<file path="src/rtl/hamming_pcm_serializer.sv">
// Hamming(7,4) encoder and serializer for 8-bit PCM samples: one holding register feeds a
// 14-bit frame shifter that emits one code bit per strobe of the divided bit-rate clock.
module hamming_pcm_serializer #(
  parameter logic IDLE_LEVEL = 1'b0
) (
  input  logic       clkIn,
  input  logic       reset,
  input  logic       clk_bitTransferRate,
  input  logic [7:0] data_in,
  input  logic       data_valid,
  output logic       data_ready,
  output logic       serial_out,
  output logic       bit_valid,
  output logic       frame_start,
  output logic       busy
);

  localparam logic [0:0] ST_IDLE  = 1'b0;
  localparam logic [0:0] ST_SHIFT = 1'b1;

  logic [0:0]  state;
  logic [3:0]  bit_cnt;
  logic [12:0] shift_reg;
  logic [13:0] hold_reg;
  logic        hold_valid;
  logic        rate_d;

  logic        bit_strobe;
  logic        accept;
  logic        last_bit;
  logic        load_frame;
  logic        advance;
  logic        finish;
  logic [13:0] enc_frame;

  // Bit 0 of the returned codeword is transmitted first: p1 p2 d1 p3 d2 d3 d4.
  function automatic logic [6:0] encode_nibble(input logic [3:0] n);
    logic d1, d2, d3, d4, p1, p2, p3;
    d1 = n[3];
    d2 = n[2];
    d3 = n[1];
    d4 = n[0];
    p1 = d1 ^ d2 ^ d4;
    p2 = d1 ^ d3 ^ d4;
    p3 = d2 ^ d3 ^ d4;
    return {d4, d3, d2, p3, d1, p2, p1};
  endfunction

  always_comb begin
    bit_strobe = clk_bitTransferRate & ~rate_d;
    accept     = data_valid & ~hold_valid;
    enc_frame  = {encode_nibble(data_in[3:0]), encode_nibble(data_in[7:4])};
    last_bit   = (state == ST_SHIFT) && (bit_cnt == 4'd13);
    load_frame = bit_strobe & hold_valid & ((state == ST_IDLE) | last_bit);
    advance    = bit_strobe & (state == ST_SHIFT) & ~last_bit;
    finish     = bit_strobe & last_bit & ~hold_valid;
  end

  // The shifter keeps only the bits not yet on the line; the bit being driven lives in serial_out.
  always_ff @(posedge clkIn) begin
    if (reset) begin
      rate_d      <= 1'b1;
      state       <= ST_IDLE;
      bit_cnt     <= 4'd0;
      shift_reg   <= 13'd0;
      hold_reg    <= 14'd0;
      hold_valid  <= 1'b0;
      serial_out  <= IDLE_LEVEL;
      bit_valid   <= 1'b0;
      frame_start <= 1'b0;
    end else begin
      rate_d      <= clk_bitTransferRate;
      frame_start <= 1'b0;
      if (accept) begin
        hold_reg   <= enc_frame;
        hold_valid <= 1'b1;
      end
      if (load_frame) begin
        shift_reg   <= hold_reg[13:1];
        serial_out  <= hold_reg[0];
        bit_valid   <= 1'b1;
        frame_start <= 1'b1;
        bit_cnt     <= 4'd0;
        state       <= ST_SHIFT;
        hold_valid  <= 1'b0;
      end else if (advance) begin
        shift_reg  <= {1'b0, shift_reg[12:1]};
        serial_out <= shift_reg[0];
        bit_cnt    <= bit_cnt + 4'd1;
      end else if (finish) begin
        serial_out <= IDLE_LEVEL;
        bit_valid  <= 1'b0;
        bit_cnt    <= 4'd0;
        state      <= ST_IDLE;
      end
    end
  end

  assign data_ready = ~hold_valid;
  assign busy       = (state == ST_SHIFT) | hold_valid;

endmodule

</file>
<file path="config.mk">
export PLATFORM = sky130hd
export DESIGN_NAME = hamming_pcm_serializer
export DESIGN_NICKNAME = d
export VERILOG_FILES = /design/src/rtl/hamming_pcm_serializer.sv
export SDC_FILE = /design/constraint.sdc
export NUM_CORES = 1
export LEC_CHECK = 0
export CAP_MARGIN = 20
export CORE_MARGIN = 1.5
export CORE_UTILIZATION = 56
export DETAILED_ROUTE_END_ITERATION = 8
export PLACE_DENSITY_LB_ADDON = 0.3
export SYNTH_ARGS = -nofsm -noshare
export SYNTH_HDL_FRONTEND = slang
export SYNTH_SLANG_ARGS = --single-unit
</file>
<file path="constraint.sdc">
create_clock -name clkIn -period 2.1 [get_ports clkIn]
set_input_delay 0.63 -clock clkIn [delete_from_list [all_inputs] [get_ports clkIn]]
set_output_delay 0.63 -clock clkIn [all_outputs]
set_load 0.01 [all_outputs]
</file>
# Word level (Yosys, flattened, before mapping)
# Cells that the tools add are included.
dict set report classes {
  n_bitwise 26
  eq_ne 2
  n_addsub 1
  muxes 10
  reduce_logical 7
}
# operator count
set op_table {}
lappend op_table {{two-way mux 13 bit} 2}
lappend op_table {{XOR 1 bit} 12}
lappend op_table {{bitwise AND 1 bit} 8}
lappend op_table {{two-way mux 4 bit} 2}
lappend op_table {{two-way mux 1 bit} 6}
lappend op_table {{nonzero test 2 bit} 3}
lappend op_table {{adder 4 x 1 -> 4 bit (second input constant)} 1}
lappend op_table {{== test 4 bit (second input constant)} 1}
lappend op_table {{NOT 1 bit} 4}
lappend op_table {{nonzero test 3 bit} 1}
lappend op_table {{inequality test 2 bit (second input constant)} 1}
lappend op_table {{OR 1 bit} 2}
lappend op_table {{AND reduction 2 bit} 1}
lappend op_table {{OR reduction 2 bit} 1}
lappend op_table {{logical AND 1 bit} 1}
dict set report totals {
  out_inout_bits 5
  register_bits 36
  in_bits 12
}

# Longest topological paths before layout
# Gate-level depths: netlist (run 1).
dict set report depth {
  ltp_word 7
  depth_mapped 7
}

# Least setup slack after synthesis (run 1)
# No wires, ideal clock.
dict set report synth_path {
  kind {register to register}
  startpoint {reg bit_cnt[1]}
  endpoint {reg bit_cnt[1]}
  required_time_ns 2.021
  path_stages_with_launch 7
  synth_period_minus_slack_ns 1.509
  arrival_time_ns 1.429
  setup_slack_ns 0.591
  path_buffers 1
  setup_ns 0.079
  cell_sequence {dfxtp_1 -> inv_1 -> ha_1 -> and3_4 -> buf_6 -> or3_1 -> a211oi_2}
}
dict set report synth_between {
  elab_chain_cells 5
}
# item line
set synth_lines {}
lappend synth_lines {{start, declared} 22} ;# logic [3:0] bit_cnt;
lappend synth_lines {{start signal, assigned} 89} ;# bit_cnt <= bit_cnt + 4'd1;
lappend synth_lines {{== test 4 bit} 53} ;# last_bit = (state == ST_SHIFT) && (bit_cnt == 4'd13);
lappend synth_lines {{logical AND 1 bit} 53}
lappend synth_lines {{bitwise AND 1 bit (tied with other cells)} 56} ;# finish = bit_strobe & last_bit & ~hold_valid;
lappend synth_lines {{bitwise AND 1 bit (on tied branches)} {56, 54, 55}}
lappend synth_lines {{nonzero test 2 bit (no line) (tied with other cells)} n/a}
# Several ways; a longest one is shown, not always the timed one.
# A chain may end at the register's enable or synchronous reset.

# Worst setup path in the final report (run 1)
dict set report layout_path {
  startpoint {reg hold_valid}
  endpoint {out data_ready}
}
dict set report layout_between {
  elab_chain_cells 1
}
# item line
set layout_lines {}
lappend layout_lines {{start, declared} 25} ;# logic hold_valid;
lappend layout_lines {{start signal, assigned} 67} ;# hold_valid <= 1'b0;
lappend layout_lines {{start signal, assigned} 76} ;# hold_valid <= 1'b1;
lappend layout_lines {{start signal, assigned} 85} ;# hold_valid <= 1'b0;
lappend layout_lines {{NOT 1 bit} 99} ;# assign data_ready = ~hold_valid;
lappend layout_lines {{end, declared} 11} ;# output logic data_ready,
# No other way between the ends.

==> metrics.md, run 1 <==
| Metric | Value |
|---|---|
| Slew @ Worst Pin | 0.434 ns |
| Proportion of synthesized chip area in sequential cells | 0.384 |
| Post-synth cell types | 37 |
| Power per unit of standard cell area | 609 nW/µm² |
| Die Y-Extent | 60.9 µm |
| Fillers | 256 |
| Worst setup slack after layout | 0.158 ns |
| Crit share post-route | 0.925 |
| Fraction of layout cells with a size suffix above 1 | 0.110 |
| Comb pwr share | 0.134 |
| Total half-perimeter wirelength after legalization and detailed placement | 2.85 mm |
| Total nets after synthesis | 225 |
| Number of slew-limit violations in the final report | 0 |
| Die width | 60.9 µm |
| Proportion of total power due to net switching | 0.246 |
| Worst ir drop on vdd | 0.466 mV |
| Dominant register cell in the synthesized netlist | dfxtp_1 |
| DP Worst Slack | -0.00459 ns |
| Detailed-routing iteration count for the pre-antenna-repair pass | 4 |
| Antenna violations before repair | 0 |
| Number of top-level pins | 17 |
| Final routed wirelength across all metal layers | 4.06 mm |
| Count of input and output buffers | 16 |
| Cell leakage power | 0.000725 µW |
| Diodes inserted | 0 |
| Worst min path class | register to register |
| Seq pwr share | 0.554 |
| Met1 wire length | 1.83 mm |
| Average vias per placed instance | 6.28 |
| Data arrival, critical path | 1.31 ns |
| Number of gates resized after CTS | 1 |
| Source-to-sink clock delay at the later pin of the worst-skew pair | 0.34 ns |
| Core area | 3130 µm² |
| TritonCTS clock tree | done |
| Remaining design rule violation count | 0 |
| Combined area of all synthesized cells | 1880 µm² |
| Clock skew after layout | 0.0125 ns |
| Clock-pin slew of the registers on the worst-case setup and hold paths | 0.10 ns |
| Count of nets after finishing | 241 |
| CP startpoint kind | register |
| Maximum clock frequency | 515 MHz |
| Post-synthesis average cell area | 8.89 µm² |
| Maximum number of pins on one net before global-route repair | 30 |
| Setup repair after global routing missed its margin | false |
| Initial cell density of the core | 0.600 |
| Area growth, synth to finish | 15.0% |
| Outcome | finished, final reports clean |
| Net switching power figure | 323 µW |
| Number of buffers added by the clock tree synthesis step | 5 |
| Overall fraction of global-route tracks in use | 0.255 |
| Global-route wire length before repair | 7.01 mm |
| Weighted congestion reported at the end of routability-driven placement | 0.817 |
| Async SR Flop Fraction | 0 |
| WL/cell | 15.0 µm |
| Max reg flops | 14 |
| Final antenna-violating net count | 0 |
| Hold-fix buffers, CTS | 0 |
| Part of the power in the clock network | 0.312 |
| Power Total | 1320 µW |
| Length of routed met2 wiring | 1.88 mm |
| Violation count after the first detailed-route iteration | 107 |
| Die Footprint | 3710 µm² |
| Cell area after placement | 2090 µm² |
| Setup Crit Path Kind | register to output port |
| Max-cap violation count | 0 |
| Count of flip-flops with a built-in enable after synthesis | 0 |
| Cell at the root of the clock tree | clkbuf_4 |
| Nature of the critical path endpoint | output port |
| Number of instances in the synthesized netlist | 211 |
| Max Fanout on Critical Path | 3 |
| Shortest period the worst path allows | 1.94 ns |
| Num rows | 20 |
| Finished Cell Area | 2160 µm² |
| Final setup violation count | 0 |
| Worst rel slew slack | 0.703 |
| CP required | 1.47 ns |
| Count of synthesis-stage warnings from yosys | 0 |
| Buffer depth of the longest clock path | 2 |
| Number of vias in the routed layout | 1702 |
| Vias in the first global route | 1558 |
| Length of routed met3 wiring | 280 µm |
| Yosys reg bits | 36 |
| Congestion Overflow GR | 0 |
| Internal power of the cells | 992 µW |
| Number of clock sinks | 36 |
| Max layer used | met4 |
| H-tree depth | 2 |
| Final Hold Viols | 0 |
| Final Util | 0.690 |
| Post-CTS setup buffer count | 0 |
critical path, stage by stage (launching register included):
cell	delay, ns
dfxtp_1	0.36
inv_1	0.09
clkdlybuf4s50_1	0.53
power groups by stage:
stage	Clock, µW	Combinational, µW	Sequential, µW
2_1_floorplan	0	115	736
3_3_place_gp	0	173	743
3_5_place_dp	0	179	744
4_1_cts	412	178	728
5_1_grt	445	195	732
6_report	410	177	729
synth_stat cells (all sizes together), types with 3 or more instances:
| library cell | count | area share |
|---|---|---|
| a41oi | 12 | 0.056 |
| dfxtp | 36 | 0.38 |
| nand2 | 42 | 0.084 |
| xor3 | 6 | 0.076 |
| o211ai | 26 | 0.10 |
| a21oi | 17 | 0.047 |
| inv | 3 | 0.0060 |
| nand4 | 12 | 0.040 |
| nand2b | 3 | 0.010 |
| buf | 12 | 0.039 |
| nand3 | 3 | 0.0080 |
| o21ai | 4 | 0.011 |
| a211oi | 3 | 0.015 |
| nor2b | 3 | 0.010 |
| clkbuf | 7 | 0.014 |
routing by layer:
layer / vias to the layer above / global-route usage
li1: 832 / -
met1: 794 / 0.350
met2: 67 / 0.404
met3: 9 / 0.0448
met4: 0 / 0.0963
met5: - / 0
placed cells by master (no fill, tap or decap), drive strengths merged:
cell type and n:
a2111oi 1, a211oi 3, a21oi 17, a221oi 1, a311oi 1, a31oi 2
a41oi 12, and3 1, and3b 1, and4 1, buf 12, clkbuf 7
clkdlybuf4s50 15, clkinv 1, dfxtp 36, dlygate4sd2 1, ha 2, inv 3
nand2 42, nand2b 3, nand3 3, nand3b 2, nand4 12, nor2 1
nor2b 3, nor3 1, nor4 1, o211ai 26, o21a 1, o21ai 4
or2 2, or3 2, or3b 1, xor3 6
cells by family after synthesis:
kind of cell | count (synthesis) | share of synthesized area
AND/OR/NAND/NOR | 76 | 0.208
buffers and inverters | 23 | 0.0613
AO/OA/AOI/OAI | 68 | 0.257
adder cells (fa/ha/maj) | 2 | 0.0133
flip-flops | 36 | 0.384
XOR/XNOR | 6 | 0.0760
final timing paths:
path | from | to | slack, ns | cells after the start
setup / recovery | hold_valid$_SDFFE_PP0P_ | data_ready | 0.16 | 2
hold / removal | hold_reg[5]$_SDFFE_PP0P_ | hold_reg[5]$_SDFFE_PP0P_ | 0.46 | 2
setup reg to reg | state$_SDFFE_PP0P_ | shift_reg[11]$_SDFFE_PP0P_ | 0.38 | 5
hold reg to reg | hold_reg[5]$_SDFFE_PP0P_ | hold_reg[5]$_SDFFE_PP0P_ | 0.46 | 2
per-stage QoR:
step | std cells | setup TNS (ns) | hold slack [ns]
finish | 271 | 0 | 0.463
global route | 271 | 0 | 0.486
CTS | 271 | 0 | 0.469
detailed placement | 264 | -0.00459 | 0.453
global placement | 264 | 0 | 0.448
floorplan | 211 | 0 | 0.432
area by class of cell:
class | count | area, µm² | area share
Sequential cell | 36 | 721 | 0.334
Inverter | 4 | 15.0 | 0.00696
Tap cell | 44 | 55.1 | 0.0255
Multi-Input combinational cell | 152 | 1040 | 0.482
Clock buffer | 7 | 65.1 | 0.0301
Timing Repair Buffer | 28 | 262 | 0.121
(Power assumes the default switching activity.)
==> run 2, diff against run 1 <==
Settings changed: CORE_ASPECT_RATIO from default to 1.5.
==> run 2 against run 1 <==
Count of clock-buffer cells in the layout down 2. Die area increased by 0.20%. Hold slack is essentially flat. Sequential share of layout area shrank 0.51 points. Clock power grew 49%. Global-route usage fell by 0.26 points. Clock skew down 0.0061 ns. Final area is 1.6% higher. Register-to-register slack gained 0.07 ns. Power grew 15%. Largest cell class unchanged.
==> metrics.md, run 2 (synthesis results as in run 1) <==
| Metric | Value |
|---|---|
| Outcome | finished, final reports clean |
| Hold-fix buffers, CTS | 0 (unchanged) |
| Area growth, synth to finish | 16.8% |
| Shortest period the worst path allows | 1.90 ns (-0.0371 ns) |
| Vias in the first global route | 1550 (-0.51%) |
| Fraction of layout cells with a size suffix above 1 | 0.110 (unchanged) |
| Source-to-sink clock delay at the later pin of the worst-skew pair | 0.30 ns (-0.04 ns) |
| Worst min path class | register to register |
| Proportion of total power due to net switching | 0.239 (-0.00641) |
| Weighted congestion reported at the end of routability-driven placement | 0.837 (+2.5%) |
| Data arrival, critical path | 1.27 ns (-0.04 ns) |
| Commonest non-fill, non-tap cell in the layout | nand2_1 |
| Worst rel slew slack | 0.645 (-0.0582) |
| Diodes inserted | 0 (unchanged) |
| Number of clock sinks | 36 (unchanged) |
| Average vias per placed instance | 6.32 (+0.60%) |
| Total half-perimeter wirelength after legalization and detailed placement | 2.93 mm (+2.7%) |
| Number of vias in the routed layout | 1687 (-0.88%) |
| Maximum clock frequency | 525 MHz (+2.0%) |
| Area used by multi-input combinational logic | 1040 µm² (unchanged) |
| Clock skew after layout | 0.00645 ns (-0.00607 ns) |
| Part of the power in the clock network | 0.403 (+0.091) |
| Global-route wire length before repair | 7.11 mm (+1.5%) |
| Max Fanout on Critical Path | 5 (+2) |
| Final antenna-violating net count | 0 (unchanged) |
| Seq pwr share | 0.480 (-0.074) |
| Die Y-Extent | 73.9 µm (+21%) |
| Number of buffers added by the clock tree synthesis step | 5 (unchanged) |
| WL/cell | 15.8 µm (+5.3%) |
| Area taken by flip-flops and latches | 721 µm² (unchanged) |
| Num rows | 25 (+25%) |
| Cell at the root of the clock tree | clkbuf_8 |
| Top library cells by usage in the layout, fill and taps aside | nand2_1, dfxtp_1, o211ai_1 |
| Power per unit of standard cell area | 691 nW/µm² (+13%) |
| Congestion Overflow GR | 0 (unchanged) |
| Max-cap violation count | 0 (unchanged) |
| Count of nets after finishing | 240 (-0.41%) |
| Internal power of the cells | 1150 µW (+16%) |
| Maximum number of pins on one net before global-route repair | 30 (unchanged) |
| Setup repair after global routing missed its margin | false |
| Overall fraction of global-route tracks in use | 0.253 (-0.00264) |
| Slew @ Worst Pin | 0.531 ns (+0.0969 ns) |
| Die Footprint | 3710 µm² (+0.20%) |
| TritonCTS clock tree | done |
| Sum Neg Setup Slack | 0 ns (unchanged) |
| Detailed-routing iteration count for the pre-antenna-repair pass | 4 (unchanged) |
| Violation count after the first detailed-route iteration | 68 (-36%) |
| Critical R2R Launch | bit_cnt[1]$_SDFFE_PP0P_ |
| CP startpoint kind | register |
| Cell leakage power | 0.000737 µW (+1.7%) |
| Count of input and output buffers | 16 (unchanged) |
| Core area | 3190 µm² (+2.0%) |
| Post-CTS setup buffer count | 0 (unchanged) |
| Max reg flops | 14 (unchanged) |
| Nature of the critical path endpoint | output port |
| Non-Filler Instances | 267 (-1.5%) |
| Critical hold path startpoint | hold_reg[3]$_SDFFE_PP0P_ |
| Antenna violations before repair | 0 (unchanged) |
| Clock-pin slew of the registers on the worst-case setup and hold paths | 0.08 ns (-0.02 ns) |
| Net switching power figure | 362 µW (+12%) |
| Total instance count after detailed placement | 259 (-1.9%) |
| Number of slew-limit violations in the final report | 0 (unchanged) |
| Remaining design rule violation count | 0 (unchanged) |
| Launching instance or port of the critical path | hold_valid$_SDFFE_PP0P_ |
| Number of top-level pins | 17 (unchanged) |
| H-tree depth | 2 (unchanged) |
| Initial cell density of the core | 0.588 (-0.0118) |
| CP required | 1.47 ns (about the same) |
| Buffer depth of the longest clock path | 2 (unchanged) |
| Setup Crit Path Kind | register to output port |
| Final Hold Viols | 0 (unchanged) |
| Final setup violation count | 0 (unchanged) |
| Crit share post-route | 0.907 (-0.0177) |
| Die width | 50.3 µm (-17%) |
| Fillers | 289 (+13%) |
| Comb pwr share | 0.117 (-0.017) |
| Worst ir drop on vdd | 0.502 mV (+7.9%) |
| Final routed wirelength across all metal layers | 4.21 mm (+3.8%) |
| Number of gates resized after CTS | 1 (unchanged) |
[run 2: power groups by stage]
stage,clock (µW),combinational (µW),sequential (µW)
2_1_floorplan,0,115,736
3_3_place_gp,0,173,741
3_5_place_dp,0,178,743
4_1_cts,615,177,727
5_1_grt,639,194,731
6_report,610,177,727
[run 2: worst max-delay path, stage by stage (launching register included)]
cell             delay (ns)
dfxtp_1                0.35
inv_1                  0.09
clkdlybuf4s50_1        0.53
[run 2: cell type report]
| cell class | count | area share |
|---|---|---|
| clock buffers | 5 | 0.0314 |
| repair buffers | 27 | 0.116 |
| well taps | 40 | 0.0228 |
| clock inverters | 3 | 0.0194 |
| flip-flops and latches | 36 | 0.329 |
| multi-input cells | 152 | 0.475 |
| inverters | 4 | 0.00685 |
[run 2: worst paths after layout]
kind,to,slack [ns],cells past startpoint
worst max register to register,bit_cnt[1]$_SDFFE_PP0P_,0.45,5
worst min-delay path,hold_reg[3]$_SDFFE_PP0P_,0.46,2
worst max-delay path,data_ready,0.20,2
worst min register to register,hold_reg[3]$_SDFFE_PP0P_,0.46,2
[run 2: metrics by stage]
| step | area, µm² | utilization | setup slack (ns) | hold slack [ns] | total power [µW] |
|---|---|---|---|---|---|
| after floorplan | 1880 | - | 0.591 | 0.432 | 851 |
| after global placement | 2080 | 0.653 | 0.0422 | 0.446 | 914 |
| after detailed placement | 2080 | 0.653 | -0.0345 | 0.457 | 920 |
| after CTS | 2190 | 0.687 | 0.184 | 0.468 | 1520 |
| after global routing | 2190 | 0.687 | 0.113 | 0.486 | 1560 |
| final | 2190 | 0.687 | 0.196 | 0.464 | 1510 |
[run 2: metal layers]
metal  up-vias  part of all wire  track usage
li1        816                 -            -
met2        64              0.52        0.420
met1       799              0.41        0.308
met3         8             0.062       0.0569
met4         0             0.016        0.120
met5         -                 0            0
==> run 3, diff against run 2 <==
Settings changed: CORE_UTILIZATION 56 to 51.
Clock period 2.1 ns to 1.55 ns, I/O delays scaled along.
==> run 3 against run 2 <==
Die area grew 9.3%. Clock skew shrank 0.0033 ns. Via count grew 5.0%. Final area grew 6.3%. Combinational power grew 54%. Critical path type unchanged. Power grew 38%.
==> metrics.md, run 3 (synthesis results as in run 1) <==
| Metric | Value |
|---|---|
| Outcome | finished, final reports clean |
| Count of input and output buffers | 16 (unchanged) |
| Num rows | 26 (+4.0%) |
| Source-to-sink clock delay at the later pin of the worst-skew pair | 0.29 ns (about the same) |
| DP Worst Slack | -0.427 ns (-0.392 ns) |
| Global-route wire length before repair | 7.69 mm (+8.1%) |
| Total half-perimeter wirelength after legalization and detailed placement | 3.23 mm (+10%) |
| Slowest CP cell | dfxtp_1 |
| Seq pwr share | 0.474 (-0.006) |
| Violation count after the first detailed-route iteration | 44 (-35%) |
| Internal power of the cells | 1580 µW (+37%) |
| Antenna violations before repair | 0 (unchanged) |
| Sum Neg Setup Slack | 0 ns (unchanged) |
| Worst rel slew slack | 0.762 (+0.117) |
| Die Y-Extent | 77.3 µm (+4.6%) |
| TritonCTS clock tree | done |
| Final Util | 0.676 (-0.0111) |
| Launching instance or port of the critical path | state$_SDFFE_PP0P_ |
| Comb pwr share | 0.131 (+0.014) |
| Delay of the slowest cell on the worst path | 0.35 ns (-0.18 ns) |
| Part of the power in the clock network | 0.395 (-0.008) |
| Overall fraction of global-route tracks in use | 0.247 (-0.00615) |
| Clock-pin slew of the registers on the worst-case setup and hold paths | 0.07 ns (about the same) |
| Max Fanout on Critical Path | 4 (-1) |
| Remaining design rule violation count | 0 (unchanged) |
| Total instance count after detailed placement | 274 (+5.8%) |
| Post-CTS setup buffer count | 0 (unchanged) |
| Area taken by flip-flops and latches | 724 µm² (+0.52%) |
| Cell area after placement | 2210 µm² (+6.0%) |
| Number of buffers added by the clock tree synthesis step | 5 (unchanged) |
| Top library cells by usage in the layout, fill and taps aside | nand2_1, dfxtp_1, o211ai_1 |
| Diodes inserted | 0 (unchanged) |
| Total stage count of the critical path | 2 (unchanged) |
| Weighted congestion reported at the end of routability-driven placement | 0.860 (+2.8%) |
| Cell type group with the largest total delay on the critical path | buffers and inverters |
| Power per unit of standard cell area | 894 nW/µm² (+29%) |
| Cell leakage power | 0.000821 µW (+11%) |
| Area used by multi-input combinational logic | 1060 µm² (+1.6%) |
| Buffer depth of the longest clock path | 2 (unchanged) |
| Detailed-routing iteration count for the pre-antenna-repair pass | 4 (unchanged) |
| Data arrival, critical path | 1.02 ns (-0.25 ns) |
| Worst setup slack after layout | 0.0647 ns (-0.131 ns) |
| Die width | 52.5 µm (+4.5%) |
| Final routed wirelength across all metal layers | 4.66 mm (+11%) |
| Worst min path class | register to register |
| Clock skew after layout | 0.00310 ns (-0.00335 ns) |
| Reg-to-reg setup timing slack | 0.09 ns (-0.36 ns) |
| Average vias per placed instance | 6.28 (-0.60%) |
| RR Endpoint | bit_cnt[0]$_SDFFE_PP0P_ |
| Slew @ Worst Pin | 0.347 ns (-0.183 ns) |
| Maximum number of pins on one net before global-route repair | 28 (-6.7%) |
| Area growth, synth to finish | 24.2% |
| Shortest period the worst path allows | 1.49 ns |
| Non-Filler Instances | 282 (+5.6%) |
| Setup repair after global routing missed its margin | false |
| Number of clock sinks | 36 (unchanged) |
| Core area | 3450 µm² (+8.1%) |
| Nature of the critical path endpoint | output port |
| Critical R2R Launch | bit_cnt[1]$_SDFFE_PP0P_ |
| Crit share post-route | 0.958 |
| Die Footprint | 4060 µm² (+9.3%) |
| Max-cap violation count | 0 (unchanged) |
| Vias in the first global route | 1711 (+10%) |
| Worst ir drop on vdd | 0.723 mV (+44%) |
| Commonest non-fill, non-tap cell in the layout | nand2_1 |
| Finished Cell Area | 2330 µm² (+6.3%) |
| H-tree depth | 2 (unchanged) |
| Cell at the root of the clock tree | clkbuf_8 |
| Worst Setup EP | bit_valid |
| CP startpoint kind | register |
| Maximum clock frequency | 673 MHz |
| Number of vias in the routed layout | 1771 (+5.0%) |
| Buffers & Inverters on Critical Path | 2 (unchanged) |
| Final setup violation count | 0 (unchanged) |
| Final antenna-violating net count | 0 (unchanged) |
| CP required | 1.08 ns (-0.39 ns) |
| Count of nets after finishing | 253 (+5.4%) |
| Net switching power figure | 501 µW (+38%) |
| Initial cell density of the core | 0.544 (-0.0440) |
| Fillers | 284 (-1.7%) |
| Proportion of total power due to net switching | 0.240 (+0.00117) |
| Number of slew-limit violations in the final report | 0 (unchanged) |
| Setup Crit Path Kind | register to output port |
| Hold-fix buffers, CTS | 0 (unchanged) |
| Final Hold Viols | 0 (unchanged) |
| CP Cell Sequence | buf_4, clkdlybuf4s15_1 |
| WL/cell | 16.5 µm (+4.9%) |
| Number of top-level pins | 17 (unchanged) |
| Fraction of layout cells with a size suffix above 1 | 0.192 (+0.0815) |
| Congestion Overflow GR | 0 (unchanged) |
| Cell count of the worst reg-to-reg path | 5 (unchanged) |
| Max reg flops | 14 (unchanged) |
## run 3: cell types whose count changed in the layout (fill, tap and decap cells not counted), sizes merged
cell / before / now
clkdlybuf4s15: 0 / 1
clkdlybuf4s50: 15 / 10
buf: 11 / 25
dlygate4sd2: 1 / 3
clkbuf: 5 / 6
## run 3: metrics by stage
step           total power [µW]  hold WS [ns]
2_1_floorplan              1150         0.432
5_1_grt                    2160         0.467
6_report                   2080         0.452
3_3_place_gp               1270         0.451
3_5_place_dp               1280         0.447
4_1_cts                    2090         0.457
## run 3: power by group through the flow
stage	Combinational [µW]	Clock, µW	Sequential, µW
floorplan	155	0	998
global placement	261	0	1010
detailed placement	273	0	1010
CTS	268	831	989
global route	294	875	993
finish	273	822	989
## run 3: final cells by class
cell class | instances | area share
Multi-Input combinational cell | 152 | 0.454
Sequential cell | 36 | 0.311
Timing Repair Buffer | 40 | 0.159
Clock buffer | 5 | 0.0295
Tap cell | 42 | 0.0225
Clock inverter | 3 | 0.0183
Inverter | 4 | 0.00644
## run 3: repair_timing
action / 4_1_cts / 5_1_grt
cloned: 0 / 0
endpoints found under the setup margin: 11 / 15
hold endpoints to repair: 0 / 0
gates resized for setup: 11 / 9
## run 3: tightest hold or removal path, cell delays in order (launching register included)
cell and delay (ns):
dfxtp_1 0.31, nand2_1 0.05, a21oi_1 0.05
## run 3: routing by layer
layer | GRT usage | share of wire | up-vias
li1 | - | - | 850
met3 | 0.0467 | 0.037 | 17
met5 | 0 | 0 | -
met1 | 0.290 | 0.40 | 857
met4 | 0.121 | 0.037 | 0
met2 | 0.413 | 0.53 | 47
## run 3: worst min path at each step
stage	start	end	slack [ns]	depth (start not counted)
floorplan	hold_reg[10]$_SDFFE_PP0P_	hold_reg[10]$_SDFFE_PP0P_	0.43	2
global placement	hold_reg[13]$_SDFFE_PP0P_	hold_reg[13]$_SDFFE_PP0P_	0.45	2
detailed placement	hold_reg[3]$_SDFFE_PP0P_	hold_reg[3]$_SDFFE_PP0P_	0.45	2
CTS	hold_reg[3]$_SDFFE_PP0P_	hold_reg[3]$_SDFFE_PP0P_	0.46	2
global route	hold_reg[3]$_SDFFE_PP0P_	hold_reg[3]$_SDFFE_PP0P_	0.47	2
finish	hold_reg[3]$_SDFFE_PP0P_	hold_reg[3]$_SDFFE_PP0P_	0.45	2
